File: config.mk
export PLATFORM = sky130hd
export DESIGN_NAME = debug_inst_loader
export DESIGN_NICKNAME = d
export VERILOG_FILES = /design/src/rtl/debug_inst_loader_pkg.sv /design/src/rtl/debug_inst_loader_byte_assembler.sv /design/src/rtl/debug_inst_loader.sv
export SDC_FILE = /design/constraint.sdc
export NUM_CORES = 1
export LEC_CHECK = 0
export BUFFER_PORTS_ARGS = -buffer_cell sky130_fd_sc_hd__buf_2
export CAP_MARGIN = 20
export CELL_PAD_IN_SITES_DETAIL_PLACEMENT = 1
export CELL_PAD_IN_SITES_GLOBAL_PLACEMENT = 2
export CORE_MARGIN = 2
export CORE_UTILIZATION = 36
export CTS_CLUSTER_SIZE = 24
export DETAILED_ROUTE_END_ITERATION = 12
export PLACE_DENSITY = 0.83
export SLEW_MARGIN = 0
export SYNTH_ARGS = -nofsm -noshare
export SYNTH_HDL_FRONTEND = slang
export SYNTH_SLANG_ARGS = --single-unit
File: constraint.sdc
create_clock -name clk -period 4.7 [get_ports clk]
set_input_delay 0.94 -clock clk [delete_from_list [all_inputs] [get_ports clk]]
set_output_delay 0.94 -clock clk [all_outputs]
set_load 0.03 [all_outputs]
File: src/rtl/debug_inst_loader_pkg.sv
// Shared definitions for the debug instruction loader.
// Provides the command byte values, the HALT word, the FSM state
// encoding, default widths and a small helper for HALT detection.
package debug_inst_loader_pkg;

  localparam int DEFAULT_PC_BITS  = 8;
  localparam int INSTRUCTION_BITS = 32;

  localparam logic [7:0]  CMD_LOAD  = 8'h01;
  localparam logic [7:0]  CMD_RUN   = 8'h02;
  localparam logic [7:0]  CMD_STEP  = 8'h03;
  localparam logic [31:0] HALT_WORD = 32'hFFFF_FFFF;

  typedef enum logic [2:0] {
    ST_IDLE  = 3'd0,
    ST_LOAD  = 3'd1,
    ST_READY = 3'd2,
    ST_RUN   = 3'd3,
    ST_STEP  = 3'd4
  } state_e;

  function automatic logic is_halt_word(input logic [31:0] word);
    return (word == HALT_WORD);
  endfunction

endpackage

File: src/rtl/debug_inst_loader_byte_assembler.sv
// byte_assembler: collects bytes MSB-first into a 32-bit word.
// Ports:
//   clk, rst      - clock, asynchronous active-low reset
//   i_clear       - synchronous clear of count, shift register and strobe
//   i_valid       - i_byte is valid this cycle
//   i_byte        - incoming byte
//   o_word        - registered assembled word
//   o_word_valid  - one-cycle strobe, high the cycle after the 4th byte
module byte_assembler (
  input  logic        clk,
  input  logic        rst,
  input  logic        i_clear,
  input  logic        i_valid,
  input  logic [7:0]  i_byte,
  output logic [31:0] o_word,
  output logic        o_word_valid
);

  logic [1:0]  count_q;
  logic [31:0] shift_q;
  logic        word_valid_q;

  // Shift bytes in and flag completion after the fourth one.
  always_ff @(posedge clk or negedge rst) begin
    if (!rst) begin
      count_q      <= 2'd0;
      shift_q      <= 32'd0;
      word_valid_q <= 1'b0;
    end else if (i_clear) begin
      count_q      <= 2'd0;
      shift_q      <= 32'd0;
      word_valid_q <= 1'b0;
    end else begin
      word_valid_q <= i_valid && (count_q == 2'd3);
      if (i_valid) begin
        shift_q <= {shift_q[23:0], i_byte};
        // Counter wraps 3 -> 0 naturally, starting the next word.
        count_q <= count_q + 2'd1;
      end
    end
  end

  assign o_word       = shift_q;
  assign o_word_valid = word_valid_q;

endmodule

File: src/rtl/debug_inst_loader.sv
// debug_inst_loader: loads a program from a UART byte stream into
// instruction memory, then gates the pipeline in run or single-step mode.
// Ports:
//   clk, rst          - clock, asynchronous active-low reset
//   i_rx_data/valid   - received byte and its one-cycle strobe
//   i_halt            - pipeline retired HALT (only honoured in RUN)
//   o_write_inst_mem  - one-cycle instruction-memory write strobe
//   o_inst_mem_addr   - write address
//   o_inst_mem_data   - write data
//   o_enable          - pipeline advance enable
//   o_loaded          - a complete program has been loaded since reset
module debug_inst_loader
  import debug_inst_loader_pkg::*;
#(
  parameter int PC_BITS          = DEFAULT_PC_BITS,
  parameter int INSTRUCTION_BITS = debug_inst_loader_pkg::INSTRUCTION_BITS
) (
  input  logic                        clk,
  input  logic                        rst,
  input  logic [7:0]                  i_rx_data,
  input  logic                        i_rx_valid,
  input  logic                        i_halt,
  output logic                        o_write_inst_mem,
  output logic [PC_BITS-1:0]          o_inst_mem_addr,
  output logic [INSTRUCTION_BITS-1:0] o_inst_mem_data,
  output logic                        o_enable,
  output logic                        o_loaded
);

  localparam logic [PC_BITS-1:0] ADDR_MAX = '1;
  localparam logic [PC_BITS-1:0] ADDR_ONE = {{(PC_BITS-1){1'b0}}, 1'b1};

  state_e             state_q, state_d;
  logic [PC_BITS-1:0] addr_q, addr_d;
  logic               loaded_q, loaded_d;
  logic               enable_q;
  logic               clear_s;
  logic               asm_valid_s;
  logic [31:0]        word_s;
  logic               word_valid_s;
  logic               final_s;

  // Only bytes received while loading are data; everything else is a command.
  assign asm_valid_s = i_rx_valid && (state_q == ST_LOAD);

  byte_assembler u_asm (
    .clk          (clk),
    .rst          (rst),
    .i_clear      (clear_s),
    .i_valid      (asm_valid_s),
    .i_byte       (i_rx_data),
    .o_word       (word_s),
    .o_word_valid (word_valid_s)
  );

  // The write in progress ends the load: HALT word or last memory slot.
  assign final_s = word_valid_s && (is_halt_word(word_s) || (addr_q == ADDR_MAX));

  // Next-state, address and loaded-flag logic.
  always_comb begin
    state_d  = state_q;
    addr_d   = addr_q;
    loaded_d = loaded_q;
    clear_s  = 1'b0;
    case (state_q)
      ST_IDLE: begin
        if (i_rx_valid && (i_rx_data == CMD_LOAD)) begin
          state_d = ST_LOAD;
          addr_d  = '0;
          clear_s = 1'b1;
        end else begin
          state_d = ST_IDLE;
        end
      end
      ST_LOAD: begin
        if (final_s) begin
          state_d  = ST_READY;
          loaded_d = 1'b1;
        end else if (word_valid_s) begin
          addr_d = addr_q + ADDR_ONE;
        end else begin
          state_d = ST_LOAD;
        end
      end
      ST_READY: begin
        if (i_rx_valid) begin
          case (i_rx_data)
            CMD_LOAD: begin
              state_d = ST_LOAD;
              addr_d  = '0;
              clear_s = 1'b1;
            end
            CMD_RUN:  state_d = ST_RUN;
            CMD_STEP: state_d = ST_STEP;
            default:  state_d = ST_READY;
          endcase
        end else begin
          state_d = ST_READY;
        end
      end
      ST_RUN: begin
        if (i_halt) begin
          state_d = ST_READY;
        end else begin
          state_d = ST_RUN;
        end
      end
      ST_STEP: state_d = ST_READY;
      default: state_d = ST_IDLE;
    endcase
  end

  // State, address, loaded flag and registered enable.
  always_ff @(posedge clk or negedge rst) begin
    if (!rst) begin
      state_q  <= ST_IDLE;
      addr_q   <= '0;
      loaded_q <= 1'b0;
      enable_q <= 1'b0;
    end else begin
      state_q  <= state_d;
      addr_q   <= addr_d;
      loaded_q <= loaded_d;
      // Enable follows the state being entered, so it rises the cycle
      // after a command and a STEP yields exactly one cycle.
      enable_q <= (state_d == ST_RUN) || (state_d == ST_STEP);
    end
  end

  assign o_write_inst_mem = word_valid_s;
  assign o_inst_mem_addr  = addr_q;
  assign o_inst_mem_data  = word_s;
  assign o_enable         = enable_q;
  // Loaded is visible already in the cycle of the final write strobe.
  assign o_loaded         = loaded_q || final_s;

endmodule

; ---- After elaboration in Yosys (flattened, before gate mapping)
; Cells that the tools add are included.
[word_totals]
regBits = 48
inputBits = 12
ramBits = 0
output_inout_bits = 43
mem_count = 0
mem_bits_ro = 0
latchBits = 0
[op_classes]
n_mul = 0
reduce_logical = 12
order_cmp = 0
div = 0
n_mux = 22
n_shift = 0
n_addsub = 2
n_eq_ne = 17
n_bitwise = 0
[op_table]
columns = operator, count
row1 = two-way mux 32 bit, 2
row2 = two-way mux 8 bit, 5
row3 = == test 32 bit (second input constant), 1
row4 = one-hot mux 8 bit (3 select lines), 1
row5 = == test 8 x 2 -> 1 bit (second input constant), 2
row6 = one-hot mux 3 bit (5 select lines), 1
row7 = == test 3 x 2 -> 1 bit (second input constant), 3
row8 = two-way mux 3 bit, 3
row9 = one-hot mux 3 bit (3 select lines), 1
row10 = adder 8 x 1 -> 8 bit (second input constant), 1
row11 = == test 8 x 1 -> 1 bit (second input constant), 1
row12 = == test 8 bit (second input constant), 1
row13 = inequality test 2 bit (second input constant), 4
row14 = == test 3 bit (second input constant), 2
row15 = two-way mux 1 bit, 6
row16 = AND reduction 6 bit, 1
row17 = logical AND 1 bit, 4
row18 = two-way mux 2 bit, 2
row19 = == test 3 x 1 -> 1 bit (second input constant), 1
row20 = logical NOT 3 bit, 1
row21 = logical OR 1 bit, 3
row22 = nonzero test 3 bit, 1
row23 = adder 2 x 1 -> 2 bit (second input constant), 1
row24 = == test 2 bit (second input constant), 1
row25 = 4 further kinds, 4

; ---- Depth between registers and ports, before layout
[depth]
word_depth = 7
mapped_depth = 6
mapped_depth_nobuf = 6

; ---- Modules after synthesis
; Synthesis repeated with hierarchy kept, for this count alone.
[unflattened]
hier_cells = 209
hier_area_um2 = 2359.8
[modules_own_cells]
columns = mod, instances, area_per_inst_um2, cells_per_inst
row1 = byte_assembler, 1, 1456.4, 114
row2 = debug_inst_loader, 1, 903.4, 95

; ---- Least setup slack after synthesis
; Ideal clock, no wire load.
[synth_path]
kind = register -> output
start = register u_asm.shift_q[3] (netlist: u_asm.o_word[3])
end = output port o_loaded
path_buffers = 0
path_stages_with_launch = 6
slack_ns = 2.150
t_arrival_ns = 1.610
cell_sequence = dfrtp_1 > nand4_1 > nor4_4 > a21oi_2 > nor2_1 > or2_1
[synth_between]
elab_chain_cells = 4
[synth_lines]
columns = item, line_no
row1 = "start, declared", debug_inst_loader_byte_assembler.sv:20  ; logic [31:0] shift_q;
row2 = "start signal, assigned", debug_inst_loader_byte_assembler.sv:36  ; shift_q <= {shift_q[23:0], i_byte};
row3 = == test 32 bit, debug_inst_loader_pkg.sv:23  ; return (word == HALT_WORD);
row4 = logical OR 1 bit, debug_inst_loader.sv:57  ; assign final_s = word_valid_s && (is_halt_word(word_s) || (addr_q == ADDR_MAX));
row5 = logical AND 1 bit, debug_inst_loader.sv:57
row6 = logical OR 1 bit, debug_inst_loader.sv:135  ; assign o_loaded = loaded_q || final_s;
row7 = "end, declared", debug_inst_loader.sv:27  ; output logic o_loaded
; No other way between the ends.

; ---- Worst setup path in the final report
[layout_path]
start = register addr_q[0] (netlist: o_inst_mem_addr[0])
end = output port o_loaded
[layout_between]
elab_chain_cells = 4
[layout_lines]
columns = item, line_no
row1 = "start, declared", debug_inst_loader.sv:34  ; logic [PC_BITS-1:0] addr_q, addr_d;
row2 = "start signal, assigned", debug_inst_loader.sv:122  ; addr_q <= addr_d;
row3 = == test 8 bit, debug_inst_loader.sv:57
row4 = logical OR 1 bit, debug_inst_loader.sv:57
row5 = logical AND 1 bit, debug_inst_loader.sv:57
row6 = logical OR 1 bit, debug_inst_loader.sv:135
; No other way between the ends.

==> results.ini <==
[status]
status=completed

[logic_synthesis]
postSynthCellCount=202
yosys_warnings=0
syn_area_per_cell_sq_um=11.27
synth.top_cell.area_share=0.5278
synth.net_count=216
synth-main-ff-cell=dfrtp_1
synth.most_common_cell=dfrtp_1
synth_edf_count=0
yosysSeqAreaShare=0.5278
synth_common_cells=dfrtp_1 (48), mux2i_1 (37), nor2_1 (37), nand4_1 (12), nand2_1 (11)
ys_async_sr_fraction=1.000
ys_seq_elements=48
synthTopCellsByArea=dfrtp_1 (53%), mux2i_1 (16%), nor2_1 (6.1%)
yosysTopAreaCell=dfrtp_1
netlist_area_sq_um=2276
synth.distinct_cells=37

[detailed_routing]
drc=0
dr.first_iter.drc_count=55
vias=1736
routed_wl_microns=5483
drt-vias-per-instance=5.213
dr.pass1.iters=4
antenna_left=0
avgRoutedWirePerCell_microns=16.47

[floorplanning]
dieArea_sq_um=6974
die_h_microns=83.51
initial_utilization=0.3777
die_w_microns=83.51
ios=55
core-area_sq_um=6026
rows=28

[worst_setup_path]
r2r-end=u_asm.o_word[29]$_DFFE_PN0P_
required_ns=3.76
critPathKind=register to output port
arrival_ns=1.95
timing.rr.start=state_q[2]$_DFF_PN0_
crit_path_start_kind=register
end_kind=output port
worstPathMaxFanout=6
r2r_cells=4
r2r_slack_ns=2.44

[clock_tree]
cts_tree=built
clk_latency_ns=0.31
post_cts_resized=0
clockBufferDepth=2
ctsRootBufferMaster=clkbuf_8
ctsHoldBuffers=0
clkSinkCount=48
clk_pin_slew_ns=0.09
htreeDepth=2
cts_made_buffers=5
post-cts-setup-buffer-count=0

[min_path]
hold_depth=1
worstHoldStart=loaded_q$_DFFE_PN0P_
whs_endpoint=loaded_q$_DFFE_PN0P_
hold_class=register to register

[timing]
fin_worst_skew_ns=0.008213
rsz0062_at_grt=no
final-setup-viol-count=0
finalCriticalPeriod_ns=2.894
setup-tns-final_ns=0
finalHoldViolCount=0
slew_viol_final=0
period_share=0.6158
worst_pin_slew_ns=1.043
slew_headroom=0.3047
fmax_ghz=0.3455

[global_route]
grt_overflow=0
grt_use_total=0.1642
grt_max_degree=49
grt_antenna_before_repair=0
grt_pass1_vias=1773
grt_pass1_wl_microns=9149

[place]
io_buffer_count=54
place.gp.congestion=0.7515
postPlaceCellArea_sq_um=2609
place_hpwl_microns=3903

[finish]
drive_gt1_frac=0.2907
layout.nets=271
antenna_cells=0
design_area_sq_um=2744
syn2layout_area_growth_pct=20.56

[pwr]
vdd_drop_max_v=0.0001623
powerDensity_nw_per_um2=306.8
leakagePower_uw=0.001416

[run]
max_cap_violations=0

[critical path, cell delays in order (launching register included)]
cell     delay (ns)
dfrtp_1        0.44
ha_1           0.22
nand3_1        0.13
nor3_1         0.31
a21oi_2        0.12
nor2_1         0.14
or2_1          0.11
buf_2          0.18
[layout make-up]
| type | count | area [sq um] |
|---|---|---|
| fill | 692 | 3282 |
| multi-input combinational | 140 | 1013 |
| clock inverter | 3 | 46.29 |
| clock buffer | 5 | 68.82 |
| timing repair buffer | 56 | 297.8 |
| inverter | 6 | 22.52 |
| sequential | 48 | 1201 |
| tap | 75 | 93.84 |
[flip-flops by register name (all words and copies together), names as in the netlist]
register	count
o_inst_mem_addr	8
u_asm.o_word	32
u_asm.count_q	2
state_q	3
u_asm.o_word_valid	1
o_enable	1
loaded_q	1
[through the flow]
| step | setup WS, ns | hold WS [ns] | total power (uW) | cells | utilization |
|---|---|---|---|---|---|
| 5_1_grt | 1.645 | 0.4632 | 879.6 | 333 | 0.4554 |
| 3_5_place_dp | 2.089 | 0.4407 | 538.7 | 324 | 0.4329 |
| 3_3_place_gp | 2.122 | 0.4343 | 537.7 | 324 | 0.4329 |
| 4_1_cts | 1.788 | 0.4625 | 850.6 | 332 | 0.4520 |
| 6_report | 1.806 | 0.4595 | 841.9 | 333 | 0.4554 |
| 2_1_floorplan | 2.150 | 0.4202 | 501.6 | 202 | - |
[per-layer routing]
layer,track usage,wire [microns],up-vias
li1,-,-,826
met1,0.2233,2502,876
met2,0.2669,2750,29
met3,0.02473,159,5
met4,0.06012,71,0
met5,0,0,-
[kinds of logic (layout without fill, tap and decap cells)]
kind of cell | count (synthesis) | in the layout | synth area share
simple gates | 81 | 81 | 0.1902
flops | 48 | 48 | 0.5278
mux | 38 | 38 | 0.1693
compound gates | 17 | 17 | 0.06378
buf+inv | 14 | 70 | 0.03023
fa+ha+maj | 2 | 2 | 0.01099
xor+xnor | 2 | 2 | 0.007698
[how the worst max path moves through the flow]
stage	from	end	depth (start not counted)
after global routing	o_inst_mem_addr[0]$_DFFE_PN0P_	o_loaded	7
final	o_inst_mem_addr[0]$_DFFE_PN0P_	o_loaded	7
after global placement	o_inst_mem_addr[0]$_DFFE_PN0P_	o_loaded	7
after floorplan	u_asm.o_word[3]$_DFFE_PN0P_	o_loaded	5
after CTS	o_inst_mem_addr[0]$_DFFE_PN0P_	o_loaded	7
after detailed placement	i_rx_data[3]	o_enable$_DFF_PN0_	6
[placed cells by master (no fill, tap or decap), types with 2 or more instances in the layout]
cell | netlist | layout
a21o_1 | 3 | 3
a21oi_1 | 2 | 2
xnor2_1 | 2 | 2
dfrtp_1 | 48 | 48
nand2_1 | 11 | 11
clkbuf_8 | 0 | 5
nor3_1 | 3 | 3
and3_1 | 3 | 3
a21oi_2 | 2 | 2
nor2_1 | 37 | 37
buf_2 | 4 | 54
nor4_4 | 2 | 2
mux2i_1 | 37 | 37
inv_1 | 6 | 6
ha_1 | 2 | 2
nand4_1 | 12 | 12
or3_1 | 2 | 2
nand3_1 | 4 | 4
[power by group]
group          switching (uW)  internal [uW]
Clock                     150            160
Combinational            60.0           32.5
Sequential               15.2            424
Total                     225            617
No activity file was read; power rests on OpenSTA's default activity.
